**config.mk**
```make
export PLATFORM = sky130hd
export DESIGN_NAME = fps_seg_display
export DESIGN_NICKNAME = d
export VERILOG_FILES = /design/src/rtl/fps_seg_display.sv
export SDC_FILE = /design/constraint.sdc
export NUM_CORES = 1
export LEC_CHECK = 0
export BUFFER_PORTS_ARGS = -buffer_cell sky130_fd_sc_hd__buf_2
export CAP_MARGIN = 15
export CELL_PAD_IN_SITES_DETAIL_PLACEMENT = 1
export CELL_PAD_IN_SITES_GLOBAL_PLACEMENT = 1
export CORE_MARGIN = 5
export CORE_UTILIZATION = 48
export CTS_CLUSTER_DIAMETER = 150
export DETAILED_ROUTE_END_ITERATION = 10
export PLACE_DENSITY_LB_ADDON = 0.1
export SLEW_MARGIN = 30
export SYNTH_ARGS = -nofsm -noshare
export SYNTH_HDL_FRONTEND = slang
export SYNTH_SLANG_ARGS = --single-unit
```
**constraint.sdc**
```tcl
create_clock -name clk -period 2.6 [get_ports clk]
set_input_delay 0.78 -clock clk [delete_from_list [all_inputs] [get_ports clk]]
set_output_delay 0.78 -clock clk [all_outputs]
set_load 0.05 [all_outputs]
```
**src/rtl/fps_seg_display.sv**
```systemverilog
// Six-digit common-anode seven-segment driver for the fps counter.
// Binary-to-BCD conversion uses a sequential shift-add-3 engine, followed by leading-zero blanking and digit scanning.
`timescale 1ns/1ps

module fps_seg_display #(
    parameter int CLK_FREQ = 50_000_000,
    parameter int DIGIT_HZ = 1000
) (
    input  logic        clk,
    input  logic        rst_n,
    input  logic [19:0] data,
    input  logic        en,
    output logic [5:0]  seg_sel,
    output logic [7:0]  seg_led,
    output logic        busy
);

    localparam int DIV   = CLK_FREQ / DIGIT_HZ;
    localparam int DIV_W = (DIV > 1) ? $clog2(DIV) : 1;

    typedef enum logic [1:0] {IDLE, SHIFT, DONE} state_t;

    state_t             state, state_next;
    logic [19:0]        snap;
    logic [19:0]        shift_bin;
    logic [23:0]        bcd;
    logic [23:0]        bcd_adj;
    logic [23:0]        disp_bcd;
    logic [4:0]         bit_cnt;
    logic [DIV_W-1:0]   div;
    logic [2:0]         idx;
    logic [2:0]         msd;
    logic [3:0]         cur_nib;

    function automatic logic [7:0] seg_code(input logic [3:0] n);
        case (n)
            4'd0:    seg_code = 8'hC0;
            4'd1:    seg_code = 8'hF9;
            4'd2:    seg_code = 8'hA4;
            4'd3:    seg_code = 8'hB0;
            4'd4:    seg_code = 8'h99;
            4'd5:    seg_code = 8'h92;
            4'd6:    seg_code = 8'h82;
            4'd7:    seg_code = 8'hF8;
            4'd8:    seg_code = 8'h80;
            4'd9:    seg_code = 8'h90;
            default: seg_code = 8'hFF;
        endcase
    endfunction

    always_comb begin
        state_next = state;
        case (state)
            IDLE:    if (data != snap) state_next = SHIFT;
            SHIFT:   if (bit_cnt == 5'd19) state_next = DONE;
            DONE:    state_next = IDLE;
            default: state_next = IDLE;
        endcase
    end

    // Add-3 correction is applied to every nibble before each shift.
    always_comb begin
        bcd_adj = bcd;
        for (int i = 0; i < 6; i++) begin
            if (bcd[4*i +: 4] >= 4'd5)
                bcd_adj[4*i +: 4] = bcd[4*i +: 4] + 4'd3;
        end
    end

    always_ff @(posedge clk or negedge rst_n) begin
        if (!rst_n) begin
            state     <= IDLE;
            snap      <= '0;
            shift_bin <= '0;
            bcd       <= '0;
            bit_cnt   <= '0;
            disp_bcd  <= '0;
        end else begin
            state <= state_next;
            case (state)
                IDLE: begin
                    if (data != snap) begin
                        shift_bin <= (data > 20'd999999) ? 20'd999999 : data;
                        snap      <= data;
                        bcd       <= '0;
                        bit_cnt   <= '0;
                    end
                end
                SHIFT: begin
                    {bcd, shift_bin} <= {bcd_adj[22:0], shift_bin, 1'b0};
                    bit_cnt          <= bit_cnt + 5'd1;
                end
                DONE:    disp_bcd <= bcd;
                default: ;
            endcase
        end
    end

    assign busy = (state != IDLE);

    always_ff @(posedge clk or negedge rst_n) begin
        if (!rst_n) begin
            div <= '0;
            idx <= '0;
        end else if (div == DIV_W'(DIV - 1)) begin
            div <= '0;
            idx <= (idx == 3'd5) ? 3'd0 : idx + 3'd1;
        end else begin
            div <= div + 1'b1;
        end
    end

    // msd stays 0 for an all-zero value so the units digit always shows.
    always_comb begin
        msd = 3'd0;
        for (int i = 1; i < 6; i++) begin
            if (disp_bcd[4*i +: 4] != 4'd0) msd = 3'(i);
        end
    end

    always_comb begin
        cur_nib = disp_bcd[3:0];
        case (idx)
            3'd1:    cur_nib = disp_bcd[7:4];
            3'd2:    cur_nib = disp_bcd[11:8];
            3'd3:    cur_nib = disp_bcd[15:12];
            3'd4:    cur_nib = disp_bcd[19:16];
            3'd5:    cur_nib = disp_bcd[23:20];
            default: cur_nib = disp_bcd[3:0];
        endcase
    end

    always_ff @(posedge clk or negedge rst_n) begin
        if (!rst_n) begin
            seg_sel <= 6'b111111;
            seg_led <= 8'hFF;
        end else begin
            seg_sel <= en ? ~(6'b000001 << idx) : 6'b111111;
            seg_led <= (idx > msd) ? 8'hFF : seg_code(cur_nib);
        end
    end

endmodule

```
Word level (Yosys, flattened, before mapping). Memories as Yosys holds them, arrays and structs flattened. Index checks and enable logic that the tools add are counted.

Register bits after elaboration: 128. Bits in latches: 0. RAM bits: 0. Bits in read-only memories: 112. Input port bits: 23. Output and inout bits: 15. Logic and storage cells: 79. Memories: 1.

Memory list: (no name shown) (words 16, width 7, rd ports 1, clocked after Yosys merged registers in 0, write ports 0, RTL line 36) `case (n)`.

Add/sub/neg operators: 9. $mul: 0. Divide/modulo/power cells: 0. Order comparisons: 8. Eq/ne operators: 12. Shifts and indexed selects: 1. Mux-type cells: 26. Bitwise gates (word level): 1. Reduce and logical (&&, ||, !) cells: 11.

Operators by type and width (number): case mux 24 bit (2 select lines) (1); 2-to-1 mux 20 bit (2); case mux 20 bit (2 select lines) (1); greater-or-equal comparator 4 x 3 -> 1 bit, second input constant (6); 2-to-1 mux 24 bit (1); adder 4 x 2 -> 4 bit, second input constant (5); greater-than comparator 20 bit, second input constant (1); 2-to-1 mux 4 bit (5); inequality test 20 bit (1); case mux 4 bit (5 select lines) (1); nonzero test 4 bit (5); 2-to-1 mux 3 bit (6); adder 16 x 1 -> 16 bit, second input constant (1); equality test 16 bit, second input constant (1); 2-to-1 mux 16 bit (1); case mux 5 bit (2 select lines) (1); 2-to-1 mux 8 bit (1); equality test 3 x 2 -> 1 bit, second input constant (2); equality test 3 bit, second input constant (2); 2-to-1 mux 6 bit (1); inverter 6 bit (1); AND reduction 2 bit (3); << shifter 1 x 3 -> 6 bit, first input constant (1); adder 5 x 1 -> 5 bit, second input constant (1); 14 further kinds (17).

Logic depth before layout (Yosys ltp). Gate-level depths: netlist of the first run.

Word-level depth: 8. Gate-level depth with buffers: 10. Gate-level depth less buffers: 10.

Worst setup path before layout of the first run. OpenSTA, ideal clock, no wires.

Path type: reg2reg. Start: register idx[0]. End: register seg_led[5]. Library setup time: 0.077 ns. Data arrival time: 2.141 ns. Required time: 2.523 ns. Setup slack: 0.382 ns. Cell stages (with the launch flop): 10. Path buffers: 0. Period minus slack after synthesis: 2.218 ns. Path through: dfrtp_1 -> inv_1 -> nor2_1 -> ha_1 -> a22o_1 -> o22ai_1 -> inv_1 -> ha_1 -> or3_1 -> a21o_1.

Longest elaborated chain between the ends: 4. Elaborated cells on any way between the ends: 9. Those cells by class: 1 x order compare; 5 x eq/ne; 2 x mux; 1 x memory.

RTL lines: from (decl) (RTL line 31) `logic [2:0] idx;`; from (signal assigned) (RTL line 107) `idx <= (idx == 3'd5) ? 3'd0 : idx + 3'd1;`; equality test 3 bit (tied with other cells) (RTL line 123) `case (idx)`; case mux 4 bit (5 select lines) (RTL line 123); memory (16 x 7 bit); 2-to-1 mux 8 bit (*) (RTL line 139) `seg_led <= (idx > msd) ? 8'hFF : seg_code(cur_nib);`; to (signal assigned) (RTL line 139); to (decl) (RTL line 14) `output logic [7:0] seg_led,`.

Every way passes the cells marked *; elsewhere a longest branch is shown, timed or not. A chain may end at the register's enable or synchronous reset.

Worst setup path after layout of the first run.
Start: register disp_bcd[21]. End: register seg_led[6].

Longest elaborated chain between the ends: 4. Elaborated cells on any way between the ends: 6. Those cells by class: 1 x order compare; 3 x mux; 1 x reduce/logical; 1 x memory.

RTL lines: from (decl) (RTL line 28) `logic [23:0] disp_bcd;`; from (signal assigned) (RTL line 77) `disp_bcd <= '0;`; from (signal assigned) (RTL line 93) `DONE: disp_bcd <= bcd;`; parallel branches: the longest is 3 deep, another holds memory (16 x 7 bit); 2-to-1 mux 8 bit (*) (RTL line 139).

Mark *: on every way between the ends.

==> metrics.txt, run 1 <==
# TYPE chip_impl_metric gauge
chip_impl_metric{name="post-route-drc-count",unit=""} 0
chip_impl_metric{name="portBuffers",unit=""} 36
chip_impl_metric{name="syn_area_per_cell",unit="um2"} 10.4
chip_impl_metric{name="placed_cells_incl_taps",unit=""} 808
chip_impl_metric{name="regArea",unit="um2"} 3190
chip_impl_metric{name="cap_viol_max_count",unit=""} 0
chip_impl_metric{name="place_congestion",unit=""} 0.793
chip_impl_metric{name="synth_compound_area_frac",unit=""} 0.138
chip_impl_info{name="tritoncts",value="done"} 1
chip_impl_metric{name="antenna_violating_nets_post_route",unit=""} 0
chip_impl_metric{name="grt_start_max_net_pins",unit=""} 52
chip_impl_metric{name="placedInstanceArea",unit="um2"} 6750
chip_impl_metric{name="post_synth_top_area_share",unit=""} 0.452
chip_impl_metric{name="synthCells",unit=""} 608
chip_impl_metric{name="measured_slew_at_the_worst_slew_check_pin",unit="ns"} 0.579
chip_impl_metric{name="peakVddDrop",unit="mV"} 0.597
chip_impl_metric{name="detailroute.via_count",unit=""} 4751
chip_impl_metric{name="final_area",unit="um2"} 7480
chip_impl_metric{name="post_synth_instance_area",unit="um2"} 6310
chip_impl_metric{name="max_freq",unit="MHz"} 398
chip_impl_metric{name="clock_tree_sinks",unit=""} 127
chip_impl_metric{name="tritoncts.num_buffers",unit=""} 17
chip_impl_metric{name="setup_viol",unit=""} 0
chip_impl_metric{name="layout.nets",unit=""} 701
chip_impl_metric{name="design.core.area",unit="um2"} 12800
chip_impl_metric{name="fillerInstances",unit=""} 1391
chip_impl_metric{name="critPathArrivalTime",unit="ns"} 2.85
chip_impl_metric{name="routed_via_density",unit=""} 5.64
chip_impl_metric{name="total_power",unit="mW"} 7.92
chip_impl_metric{name="ys_seq_area_frac",unit=""} 0.506
chip_impl_metric{name="maxSlewViolCount",unit=""} 0
chip_impl_info{name="leading_cell_type_in_the_layout_fill_and_taps_excluded",value="dfrtp_1"} 1
chip_impl_metric{name="via_count_of_the_first_global_routing_pass",unit=""} 5088
chip_impl_metric{name="grt_overflow",unit=""} 0
chip_impl_metric{name="drtPass1Iterations",unit=""} 4
chip_impl_metric{name="path_buf_inv",unit=""} 1
chip_impl_metric{name="total_leakage_power",unit="nW"} 3.32
chip_impl_metric{name="postLayoutSetupSlackWorst",unit="ns"} 0.0858
chip_impl_metric{name="post_route_cells_drive_above_1_share",unit=""} 0.222
chip_impl_info{name="worstSetupPathType",value="flip-flop to flip-flop"} 1
chip_impl_metric{name="hold_ws",unit="ns"} 0.251
chip_impl_metric{name="critPathRequiredTime",unit="ns"} 2.93
chip_impl_metric{name="initial_core_util",unit=""} 0.494
chip_impl_metric{name="grt_pass1_wl",unit="um"} 25900
chip_impl_metric{name="synth_fa_ha_area_frac",unit=""} 0.0416
chip_impl_info{name="yosys.area.top_type",value="dfrtp_1"} 1
chip_impl_metric{name="design.portCount",unit=""} 38
chip_impl_info{name="critical_path.top_delay_family",value="simple AND/OR/NAND/NOR gates"} 1
chip_impl_info{name="setup.worst_path.end_class",value="flip-flop"} 1
chip_impl_metric{name="drt-initial-drc-count",unit=""} 227
chip_impl_metric{name="clk_path_buf_depth",unit=""} 2
chip_impl_metric{name="syn_to_final_growth",unit="%"} 18.5
chip_impl_metric{name="synthArstFlopShare",unit=""} 1.00
chip_impl_info{name="crit_path_cell_trace",value="or4_4 -> nor2_4 -> o21ai_0 -> ha_1 -> nor2b_1 -> o21ai_1 -> a32oi_1 -> buf_4 -> nor4_2 -> a21oi_1"} 1
chip_impl_metric{name="route.final.wire_length",unit="um"} 15400
chip_impl_metric{name="cts-htree-levels",unit=""} 4
chip_impl_metric{name="insertion_delay",unit="ns"} 0.42
chip_impl_info{name="synthTopCellsByArea",value="dfrtp_1 45%, mux2_2 5.9%, dfstp_2 5.4%"} 1
chip_impl_metric{name="hold_viol_final",unit=""} 0
chip_impl_info{name="clk_root_buffer_cell",value="clkbuf_16"} 1
chip_impl_metric{name="yosysWarnings",unit=""} 0
chip_impl_metric{name="fp.dieH",unit="um"} 125
chip_impl_metric{name="drt-wirelength-per-cell",unit="um"} 18.3
chip_impl_metric{name="clock-skew-final",unit="ns"} 0.00641
chip_impl_metric{name="multi_input_area",unit="um2"} 2870
chip_impl_metric{name="worstRegToRegCells",unit=""} 10
chip_impl_info{name="worstHoldPathType",value="input pin to async pin"} 1
chip_impl_metric{name="dp_hpwl",unit="um"} 10300
chip_impl_metric{name="period_share",unit=""} 0.967
chip_impl_info{name="slowest_stage",value="or4_4"} 1
chip_impl_info{name="worstSetupStartpointType",value="flip-flop"} 1
chip_impl_info{name="worstReg2RegStart",value="disp_bcd[21]$_DFFE_PN0N_"} 1
chip_impl_metric{name="power_per_cell_area",unit="nW/um2"} 1060
chip_impl_metric{name="timing.max_slew.rel_slack",unit=""} 0.614
chip_impl_info{name="timing.critical_path.from",value="disp_bcd[21]$_DFFE_PN0N_"} 1
chip_impl_metric{name="synth_fp_nets",unit=""} 652
chip_impl_metric{name="synth-seq-cells",unit=""} 127
chip_impl_metric{name="antenna_found_initial",unit=""} 0
chip_impl_info{name="run_status",value="finished, final reports clean"} 1
chip_impl_metric{name="pre_cts_ws",unit="ns"} 0.115
chip_impl_metric{name="total_track_usage",unit=""} 0.206
chip_impl_metric{name="worst-path-max-fanout",unit=""} 7
chip_impl_info{name="most-common-layout-cells",value="114 x dfrtp_1, 53 x nand2_1, 46 x nor2_1, 43 x o21ai_0, 35 x buf_2"} 1
chip_impl_info{name="synth_flop_cell",value="dfrtp_1"} 1
chip_impl_metric{name="die-area",unit="um2"} 15500
chip_impl_metric{name="muxShareOfSynthArea",unit=""} 0.0621
chip_impl_metric{name="clk_transition_reported_paths",unit="ns"} 0.06
chip_impl_metric{name="die_w",unit="um"} 125
chip_impl_info{name="combinational_family_with_the_most_area_after_synthesis",value="simple AND/OR/NAND/NOR gates"} 1
chip_impl_metric{name="synthXorXnorAreaFrac",unit=""} 0.0666
chip_impl_metric{name="num_rows",unit=""} 41
chip_impl_metric{name="finish.cell_count_without_fillers",unit=""} 842
chip_impl_metric{name="yosys.area_share.simple",unit=""} 0.142
chip_impl_metric{name="synth-edff-count",unit=""} 0
chip_impl_metric{name="time_the_final_worst_path_needs_with_i_o_delays_and_setup",unit="ns"} 2.51
chip_impl_metric{name="synth_cell_types",unit=""} 52
chip_impl_metric{name="slowest_delay",unit="ns"} 0.57
chip_impl_metric{name="path_depth",unit=""} 10
chip_impl_metric{name="antenna-diode-count",unit=""} 0
-- layout make-up --
class,instances,share of cell area
clock buffers,23,0.0666
well taps,172,0.0288
flip-flops and latches,127,0.427
repair buffers,59,0.0509
inverters,33,0.0166
multi-input cells,419,0.383
clock inverters,9,0.0269
-- stage by stage --
stage	util	setup TNS [ns]
2_1_floorplan	-	0
5_1_grt	0.585	-0.0760
3_3_place_gp	0.528	0
4_1_cts	0.583	0
3_5_place_dp	0.528	0
6_report	0.585	0
-- cell usage after synthesis, types with 10 or more instances --
| cell type | n |
|---|---|
| a221o_1 | 10 |
| nor3_1 | 16 |
| inv_1 | 33 |
| xnor2_1 | 29 |
| dfstp_2 | 13 |
| dfrtp_1 | 114 |
| nand3_1 | 21 |
| nand2_1 | 53 |
| a21oi_1 | 18 |
| ha_1 | 21 |
| xor2_1 | 19 |
| o21ai_0 | 44 |
| clkbuf_1 | 15 |
| mux2_2 | 33 |
| nor2_1 | 47 |
| o22ai_1 | 15 |
-- path summary, 6_finish.rpt --
path	to	slack, ns
setup / recovery	seg_led[6]$_DFF_PN1_	0.09
hold / removal	disp_bcd[13]$_DFFE_PN0N_	0.25
setup reg to reg	seg_led[6]$_DFF_PN1_	0.09
hold reg to reg	disp_bcd[16]$_DFFE_PN0N_	0.50
max in group asynchronous	seg_led[3]$_DFF_PN1_	1.72
min in group clk	disp_bcd[16]$_DFFE_PN0N_	0.50
-- metal layers --
metal | global-route usage | wire (um) | vias to the layer above
met4 | 0.0748 | 261 | 0
met2 | 0.348 | 7910 | 69
met5 | 0 | 0 | -
met3 | 0.0476 | 456 | 19
li1 | - | - | 2238
met1 | 0.257 | 6740 | 2425
-- cells by family after synthesis --
kind of cell	Yosys count
multiplexers	35
AO/OA/AOI/OAI	130
XOR/XNOR	48
flip-flops	127
other	1
AND/OR/NAND/NOR	184
adder cells (fa/ha/maj)	21
buffers and inverters	62
-- worst reg2reg max path: cells and delay by family, from the launching register on --
family | cells | cell delay, ns
buffers and inverters | 1 | 0.18
DFF | 1 | 0.40
adders and majority gates | 1 | 0.32
and+or+nand+nor | 4 | 1.13
AOI/OAI and AO/OA | 4 | 0.39
-- registers in the layout (all words and copies together) (netlist names) --
signal / count
shift_bin: 20
snap: 20
state: 2
idx: 3
bit_cnt: 5
disp_bcd: 24
seg_sel: 6
div: 16
bcd: 24
seg_led: 7
-- power breakdown --
group          internal [mW]  switching (mW)  total, mW  leakage, nW
clock                   1.93           0.865       2.79        0.340
sequential              2.55           0.417       2.97         1.59
combinational          0.943            1.22       2.17         1.40
total                   5.42            2.50       7.92         3.32
-- timing repair --
item	in CTS	in global routing
hold buffers	0	0
resized for setup	0	5
buffers inserted	0	2
setup endpoints to repair	0	4
(Power assumes the default switching activity.)
==> inputs of run 2 (changes only) <==
- RECOVER_POWER: unset -> 25
==> run 2 against run 1 <==
Compared with the run above: first-iteration DRC count grew 9.3%; routed wire length decreased by 0.14%; register-to-register slack about the same; largest power group unchanged; highest routed layer unchanged.
==> metrics.txt, run 2 (synthesis results as in run 1) <==
# TYPE chip_impl_metric gauge
chip_impl_metric{name="regArea",unit="um2"} 3190
chip_impl_metric{name="critPathRequiredTime",unit="ns"} 2.93
chip_impl_metric{name="route.final.wire_length",unit="um"} 15300
chip_impl_metric{name="tritoncts.num_buffers",unit=""} 17
chip_impl_metric{name="routed_via_density",unit=""} 5.63
chip_impl_info{name="worstReg2RegStart",value="disp_bcd[17]$_DFFE_PN0N_"} 1
chip_impl_info{name="crit_path_cell_trace",value="or4_1 -> nor2_4 -> o21ai_0 -> ha_1 -> nor2b_1 -> o21ai_1 -> a32oi_1 -> buf_4 -> nor4_2 -> a21oi_1"} 1
chip_impl_info{name="critical_path.top_delay_family",value="simple AND/OR/NAND/NOR gates"} 1
chip_impl_metric{name="postLayoutSetupSlackWorst",unit="ns"} 0.0868
chip_impl_metric{name="path_buf_inv",unit=""} 1
chip_impl_metric{name="cap_viol_max_count",unit=""} 0
chip_impl_info{name="leading_cell_type_in_the_layout_fill_and_taps_excluded",value="dfrtp_1"} 1
chip_impl_metric{name="dp_hpwl",unit="um"} 10300
chip_impl_metric{name="worst-path-max-fanout",unit=""} 7
chip_impl_metric{name="design.core.area",unit="um2"} 12800
chip_impl_metric{name="slowest_delay",unit="ns"} 0.60
chip_impl_metric{name="multi_input_area",unit="um2"} 2870
chip_impl_metric{name="fp.dieH",unit="um"} 125
chip_impl_metric{name="total_leakage_power",unit="nW"} 3.31
chip_impl_metric{name="post_route_cells_drive_above_1_share",unit=""} 0.221
chip_impl_metric{name="grt_start_max_net_pins",unit=""} 52
chip_impl_metric{name="clk_transition_reported_paths",unit="ns"} 0.06
chip_impl_metric{name="clock-skew-final",unit="ns"} 0.00657
chip_impl_metric{name="insertion_delay",unit="ns"} 0.42
chip_impl_metric{name="drt-wirelength-per-cell",unit="um"} 18.2
chip_impl_metric{name="setup_viol",unit=""} 0
chip_impl_metric{name="final.setup.tns",unit="ns"} 0
chip_impl_metric{name="clk_path_buf_depth",unit=""} 2
chip_impl_metric{name="total_track_usage",unit=""} 0.206
chip_impl_metric{name="layout.nets",unit=""} 701
chip_impl_metric{name="total_power",unit="mW"} 7.91
chip_impl_info{name="worstSetupStartpointType",value="flip-flop"} 1
chip_impl_metric{name="initial_core_util",unit=""} 0.494
chip_impl_metric{name="syn_to_final_growth",unit="%"} 18.0
chip_impl_metric{name="placedInstanceArea",unit="um2"} 6750
chip_impl_info{name="worstSetupPathType",value="flip-flop to flip-flop"} 1
chip_impl_metric{name="critPathArrivalTime",unit="ns"} 2.85
chip_impl_metric{name="power_per_cell_area",unit="nW/um2"} 1060
chip_impl_metric{name="setup_slack_on_the_worst_flop_to_flop_path",unit="ns"} 0.09
chip_impl_metric{name="post-route-drc-count",unit=""} 0
chip_impl_info{name="top_regs",value="bcd (24), disp_bcd (24)"} 1
chip_impl_info{name="clk_root_buffer_cell",value="clkbuf_16"} 1
chip_impl_metric{name="antenna_violating_nets_post_route",unit=""} 0
chip_impl_metric{name="timing.max_slew.rel_slack",unit=""} 0.285
chip_impl_metric{name="drt-initial-drc-count",unit=""} 248
chip_impl_info{name="timing.critical_path.from",value="disp_bcd[17]$_DFFE_PN0N_"} 1
chip_impl_metric{name="die-area",unit="um2"} 15500
chip_impl_metric{name="portBuffers",unit=""} 36
chip_impl_metric{name="grt_pass1_wl",unit="um"} 25900
chip_impl_info{name="setup.worst_path.end_class",value="flip-flop"} 1
chip_impl_metric{name="max_freq",unit="MHz"} 398
chip_impl_metric{name="die_w",unit="um"} 125
chip_impl_metric{name="antenna_found_initial",unit=""} 0
chip_impl_info{name="r2r-end",value="seg_led[6]$_DFF_PN1_"} 1
chip_impl_metric{name="place_congestion",unit=""} 0.793
chip_impl_metric{name="antenna-diode-count",unit=""} 0
chip_impl_metric{name="num_rows",unit=""} 41
chip_impl_metric{name="design.portCount",unit=""} 38
chip_impl_metric{name="path_depth",unit=""} 10
chip_impl_metric{name="fillerInstances",unit=""} 1394
chip_impl_metric{name="maxSlewViolCount",unit=""} 0
chip_impl_metric{name="final_area",unit="um2"} 7450
chip_impl_info{name="slowest_stage",value="or4_1"} 1
chip_impl_metric{name="period_share",unit=""} 0.967
chip_impl_metric{name="measured_slew_at_the_worst_slew_check_pin",unit="ns"} 1.07
chip_impl_info{name="worstHoldPathType",value="flip-flop to flip-flop"} 1
chip_impl_metric{name="pre_cts_ws",unit="ns"} 0.115
chip_impl_metric{name="peakVddDrop",unit="mV"} 0.595
chip_impl_info{name="run_status",value="finished, final reports clean"} 1
chip_impl_info{name="tritoncts",value="done"} 1
chip_impl_metric{name="via_count_of_the_first_global_routing_pass",unit=""} 5088
chip_impl_info{name="crit_end",value="seg_led[6]$_DFF_PN1_"} 1
chip_impl_metric{name="cts-htree-levels",unit=""} 4
chip_impl_metric{name="drtPass1Iterations",unit=""} 4
chip_impl_metric{name="grt_overflow",unit=""} 0
chip_impl_info{name="most-common-layout-cells",value="114 x dfrtp_1, 53 x nand2_1, 46 x nor2_1, 43 x o21ai_0, 35 x buf_2"} 1
chip_impl_metric{name="time_the_final_worst_path_needs_with_i_o_delays_and_setup",unit="ns"} 2.51
chip_impl_metric{name="clock_tree_sinks",unit=""} 127
chip_impl_metric{name="worstRegToRegCells",unit=""} 10
chip_impl_metric{name="hold_viol_final",unit=""} 0
chip_impl_metric{name="detailroute.via_count",unit=""} 4740
[run 2: what timing repair did]
| action | 4_1_cts | 5_1_grt |
|---|---|---|
| resized for setup | 0 | 5 |
| setup endpoints to repair | 0 | 4 |
| setup buffers | 0 | 2 |
| hold buffers | 0 | 0 |
| hold endpoints to repair | 0 | 0 |
[run 2: worst min-delay path by stage]
stage	from	end	slack [ns]	depth (start not counted)
2_1_floorplan	disp_bcd[0]$_DFFE_PN0N_	disp_bcd[0]$_DFFE_PN0N_	0.45	2
3_3_place_gp	div[0]$_DFF_PN0_	div[0]$_DFF_PN0_	0.48	1
3_5_place_dp	div[0]$_DFF_PN0_	div[0]$_DFF_PN0_	0.50	1
4_1_cts	rst_n	disp_bcd[13]$_DFFE_PN0N_	0.24	1
5_1_grt	en	seg_sel[3]$_DFF_PN1_	0.50	2
6_report	disp_bcd[16]$_DFFE_PN0N_	disp_bcd[16]$_DFFE_PN0N_	0.50	2
[run 2: cell type report]
type / count / area share
Clock buffer: 23 / 0.0669
Clock inverter: 9 / 0.0270
Inverter: 33 / 0.0166
Sequential cell: 127 / 0.429
Multi-Input combinational cell: 419 / 0.385
Timing Repair Buffer: 59 / 0.0469
Tap cell: 172 / 0.0289
[run 2: metrics by stage]
stage | cells | hold WS, ns | util
6_report | 842 | 0.505 | 0.583
5_1_grt | 842 | 0.498 | 0.583
4_1_cts | 840 | 0.239 | 0.583
3_5_place_dp | 808 | 0.497 | 0.528
3_3_place_gp | 808 | 0.480 | 0.528
2_1_floorplan | 608 | 0.451 | -
[run 2: worst min-delay path: stages (launching register included)]
cell	delay [ns]
dfrtp_1	0.36
nand2_1	0.05
o21ai_0	0.06
[run 2: layer usage]
metal / up-vias / global-route usage / part of all wire
li1: 2237 / - / -
met1: 2428 / 0.257 / 0.44
met2: 56 / 0.348 / 0.52
met3: 19 / 0.0476 / 0.026
met4: 0 / 0.0748 / 0.017
met5: - / 0 / 0
[run 2: where the power goes]
group | total (mW) | internal (mW) | switching [mW]
Combinational | 2.16 | 0.937 | 1.22
Sequential | 2.96 | 2.55 | 0.416
Clock | 2.79 | 1.93 | 0.862
Total | 7.91 | 5.41 | 2.50
==> inputs of run 3 (changes only) <==
- CORE_UTILIZATION: 48 -> 40
==> run 3 against run 2 <==
Compared with the run above: the run now ends with max-capacitance violations, max-slew violations left; setup slack gained 0.078 ns; non-clock buffer count increased by 1; worst hold slack got worse by 0.025 ns; routed wire length shrank 4.6%; sequential share of layout area grew 0.22 points; global-route usage decreased by 3.4 points; final cell count grew 5.3%; clock-buffer cell count decreased by 3; combinational power fell by 2%.
==> metrics.txt, run 3 (synthesis results as in run 1) <==
# TYPE chip_impl_metric gauge
chip_impl_metric{name="drt-met1-wl",unit="um"} 6700
chip_impl_metric{name="fillerInstances",unit=""} 1776
chip_impl_metric{name="clock-skew-final",unit="ns"} 0.00759
chip_impl_metric{name="setup_viol",unit=""} 0
chip_impl_metric{name="drt-initial-drc-count",unit=""} 140
chip_impl_info{name="failed_checks",value="max-capacitance violations, max-slew violations"} 1
chip_impl_metric{name="post-route-drc-count",unit=""} 0
chip_impl_metric{name="clock_tree_sinks",unit=""} 127
chip_impl_metric{name="worstRegToRegCells",unit=""} 10
chip_impl_metric{name="place_congestion",unit=""} 0.789
chip_impl_metric{name="num_rows",unit=""} 46
chip_impl_info{name="worstReg2RegStart",value="disp_bcd[21]$_DFFE_PN0N_"} 1
chip_impl_info{name="worstSetupPathType",value="flip-flop to flip-flop"} 1
chip_impl_metric{name="critPathArrivalTime",unit="ns"} 2.77
chip_impl_metric{name="portBuffers",unit=""} 36
chip_impl_metric{name="measured_slew_at_the_worst_slew_check_pin",unit="ns"} 1.88
chip_impl_metric{name="hold_viol_final",unit=""} 0
chip_impl_metric{name="finish.cell_count_without_fillers",unit=""} 887
chip_impl_info{name="top_signal_layer_used",value="met4"} 1
chip_impl_info{name="run_status",value="finished, violations left"} 1
chip_impl_metric{name="cap_viol_max_count",unit=""} 1
chip_impl_metric{name="net-switching-power",unit="mW"} 2.43
chip_impl_metric{name="share_of_power_burned_in_combinational_logic",unit=""} 0.288
chip_impl_info{name="clk_root_buffer_cell",value="clkbuf_16"} 1
chip_impl_metric{name="design.portCount",unit=""} 38
chip_impl_metric{name="max_freq",unit="MHz"} 411
chip_impl_metric{name="cts-htree-levels",unit=""} 4
chip_impl_metric{name="die-area",unit="um2"} 18400
chip_impl_metric{name="total_track_usage",unit=""} 0.172
chip_impl_info{name="crit_end",value="seg_led[6]$_DFF_PN1_"} 1
chip_impl_metric{name="initial_core_util",unit=""} 0.403
chip_impl_metric{name="detailroute.wirelength.met2",unit="um"} 7340
chip_impl_metric{name="final_core_utilization",unit=""} 0.473
chip_impl_info{name="top_regs",value="bcd (24), disp_bcd (24)"} 1
chip_impl_info{name="timing.critical_path.from",value="disp_bcd[21]$_DFFE_PN0N_"} 1
chip_impl_info{name="leading_cell_type_in_the_layout_fill_and_taps_excluded",value="dfrtp_1"} 1
chip_impl_metric{name="wl_met3",unit="um"} 409
chip_impl_metric{name="time_the_final_worst_path_needs_with_i_o_delays_and_setup",unit="ns"} 2.44
chip_impl_metric{name="critPathRequiredTime",unit="ns"} 2.94
chip_impl_info{name="worstSetupStartpointType",value="flip-flop"} 1
chip_impl_metric{name="regArea",unit="um2"} 3190
chip_impl_metric{name="drtPass1Iterations",unit=""} 4
chip_impl_metric{name="fp.dieH",unit="um"} 136
chip_impl_info{name="tritoncts",value="done"} 1
chip_impl_metric{name="grt_overflow",unit=""} 0
chip_impl_metric{name="dp_hpwl",unit="um"} 10500
chip_impl_info{name="r2r-end",value="seg_led[6]$_DFF_PN1_"} 1
chip_impl_metric{name="drt-wirelength-per-cell",unit="um"} 16.5
chip_impl_metric{name="setup_slack_on_the_worst_flop_to_flop_path",unit="ns"} 0.16
chip_impl_info{name="setup.worst_path.end_class",value="flip-flop"} 1
chip_impl_metric{name="design.core.area",unit="um2"} 15700
chip_impl_metric{name="detailroute.via_count",unit=""} 4613
chip_impl_metric{name="antenna-diode-count",unit=""} 0
chip_impl_metric{name="grt_start_max_net_pins",unit=""} 44
chip_impl_metric{name="syn_to_final_growth",unit="%"} 17.4
chip_impl_metric{name="hold_ws",unit="ns"} 0.480
chip_impl_metric{name="power.clock.fraction",unit=""} 0.311
chip_impl_metric{name="layout.nets",unit=""} 702
chip_impl_metric{name="worstHoldPathCells",unit=""} 1
chip_impl_metric{name="worst-path-max-fanout",unit=""} 7
chip_impl_metric{name="power_per_cell_area",unit="nW/um2"} 990
chip_impl_metric{name="tritoncts.num_buffers",unit=""} 17
chip_impl_metric{name="multi_input_area",unit="um2"} 2860
chip_impl_metric{name="switching_share",unit=""} 0.331
chip_impl_metric{name="timing.max_slew.rel_slack",unit=""} -0.252
chip_impl_metric{name="route.final.wire_length",unit="um"} 14600
chip_impl_metric{name="placed_cells_incl_taps",unit=""} 854
chip_impl_info{name="most-common-layout-cells",value="114 x dfrtp_1, 53 x nand2_1, 46 x nor2_1, 44 x o21ai_0, 35 x buf_2"} 1
chip_impl_metric{name="clk_transition_reported_paths",unit="ns"} 0.06
chip_impl_metric{name="post_route_cells_drive_above_1_share",unit=""} 0.221
chip_impl_metric{name="internal_power",unit="mW"} 4.90
chip_impl_metric{name="routed_via_density",unit=""} 5.20
chip_impl_metric{name="period_share",unit=""} 0.937
chip_impl_info{name="worstHoldPathType",value="flip-flop to flip-flop"} 1
chip_impl_metric{name="insertion_delay",unit="ns"} 0.42
chip_impl_metric{name="peakVddDrop",unit="mV"} 0.518
chip_impl_metric{name="maxSlewViolCount",unit=""} 33
chip_impl_metric{name="antenna_found_initial",unit=""} 0
chip_impl_metric{name="via_count_of_the_first_global_routing_pass",unit=""} 4997
chip_impl_metric{name="total_leakage_power",unit="nW"} 3.26
chip_impl_metric{name="seq_power_share",unit=""} 0.402
chip_impl_metric{name="clk_path_buf_depth",unit=""} 2
chip_impl_metric{name="grt_pass1_wl",unit="um"} 25200
chip_impl_metric{name="total_power",unit="mW"} 7.33
chip_impl_metric{name="die_w",unit="um"} 136
chip_impl_metric{name="final.setup.tns",unit="ns"} 0
chip_impl_metric{name="antenna_violating_nets_post_route",unit=""} 0
chip_impl_metric{name="holdBufCountCts",unit=""} 0
run 3: cell types whose count changed in the layout (fill, tap and decap cells not counted), sizes merged:
cell,before,now
buf,56,58
bufinv,6,2
clkbuf,26,22
clkinv,2,8
clkinvlp,1,2
run 3: final cells by class:
class / count / share of cell area
clock inverter: 12 / 0.0160
tap: 216 / 0.0365
multi-input combinational: 419 / 0.386
sequential: 127 / 0.431
timing repair buffer: 60 / 0.0532
inverter: 33 / 0.0167
clock buffer: 20 / 0.0603
run 3: metal layers:
layer / vias up / GRT usage
li1: 2234 / -
met1: 2315 / 0.218
met2: 50 / 0.293
met3: 14 / 0.0416
met4: 0 / 0.0510
met5: - / 0
run 3: repair_timing:
item                                    in CTS  in global routing
gates resized for setup                      0                  3
setup buffers                                0                  1
endpoints found under the setup margin       0                  2
run 3: power by group through the flow:
stage               Combinational [mW]  Sequential, mW  Clock, mW
floorplan                         1.44            3.04          0
global placement                  2.03            2.95          0
detailed placement                2.12            2.98          0
CTS                               2.13            2.95       2.35
global route                      2.37            3.02       2.45
finish                            2.11            2.95       2.28
run 3: worst max-delay path: stages, from the launching register on:
cell,delay (ns)
dfrtp_1,0.40
or4_4,0.55
nor2_2,0.15
o21ai_0,0.11
ha_1,0.31
nor2b_1,0.15
o21ai_0,0.14
a32oi_1,0.08
buf_4,0.17
nor4_2,0.24
a21oi_1,0.07
run 3: how the worst min path moves through the flow:
| stage | from | end | slack, ns |
|---|---|---|---|
| after floorplan | disp_bcd[0]$_DFFE_PN0N_ | disp_bcd[0]$_DFFE_PN0N_ | 0.45 |
| after global placement | idx[2]$_DFFE_PN0N_ | seg_sel[4]$_DFF_PN1_ | 0.46 |
| after detailed placement | idx[2]$_DFFE_PN0N_ | seg_sel[5]$_DFF_PN1_ | 0.47 |
| after CTS | rst_n | div[4]$_DFF_PN0_ | 0.32 |
| after global routing | idx[2]$_DFFE_PN0N_ | seg_sel[4]$_DFF_PN1_ | 0.51 |
| final | idx[2]$_DFFE_PN0N_ | seg_sel[5]$_DFF_PN1_ | 0.48 |
run 3: through the flow:
stage | cell area, um2 | setup slack, ns
finish | 7410 | 0.165
global route | 7410 | -0.00401
CTS | 7390 | 0.0598
detailed placement | 6830 | 0.0818
global placement | 6830 | 0.165
floorplan | 6310 | 0.382
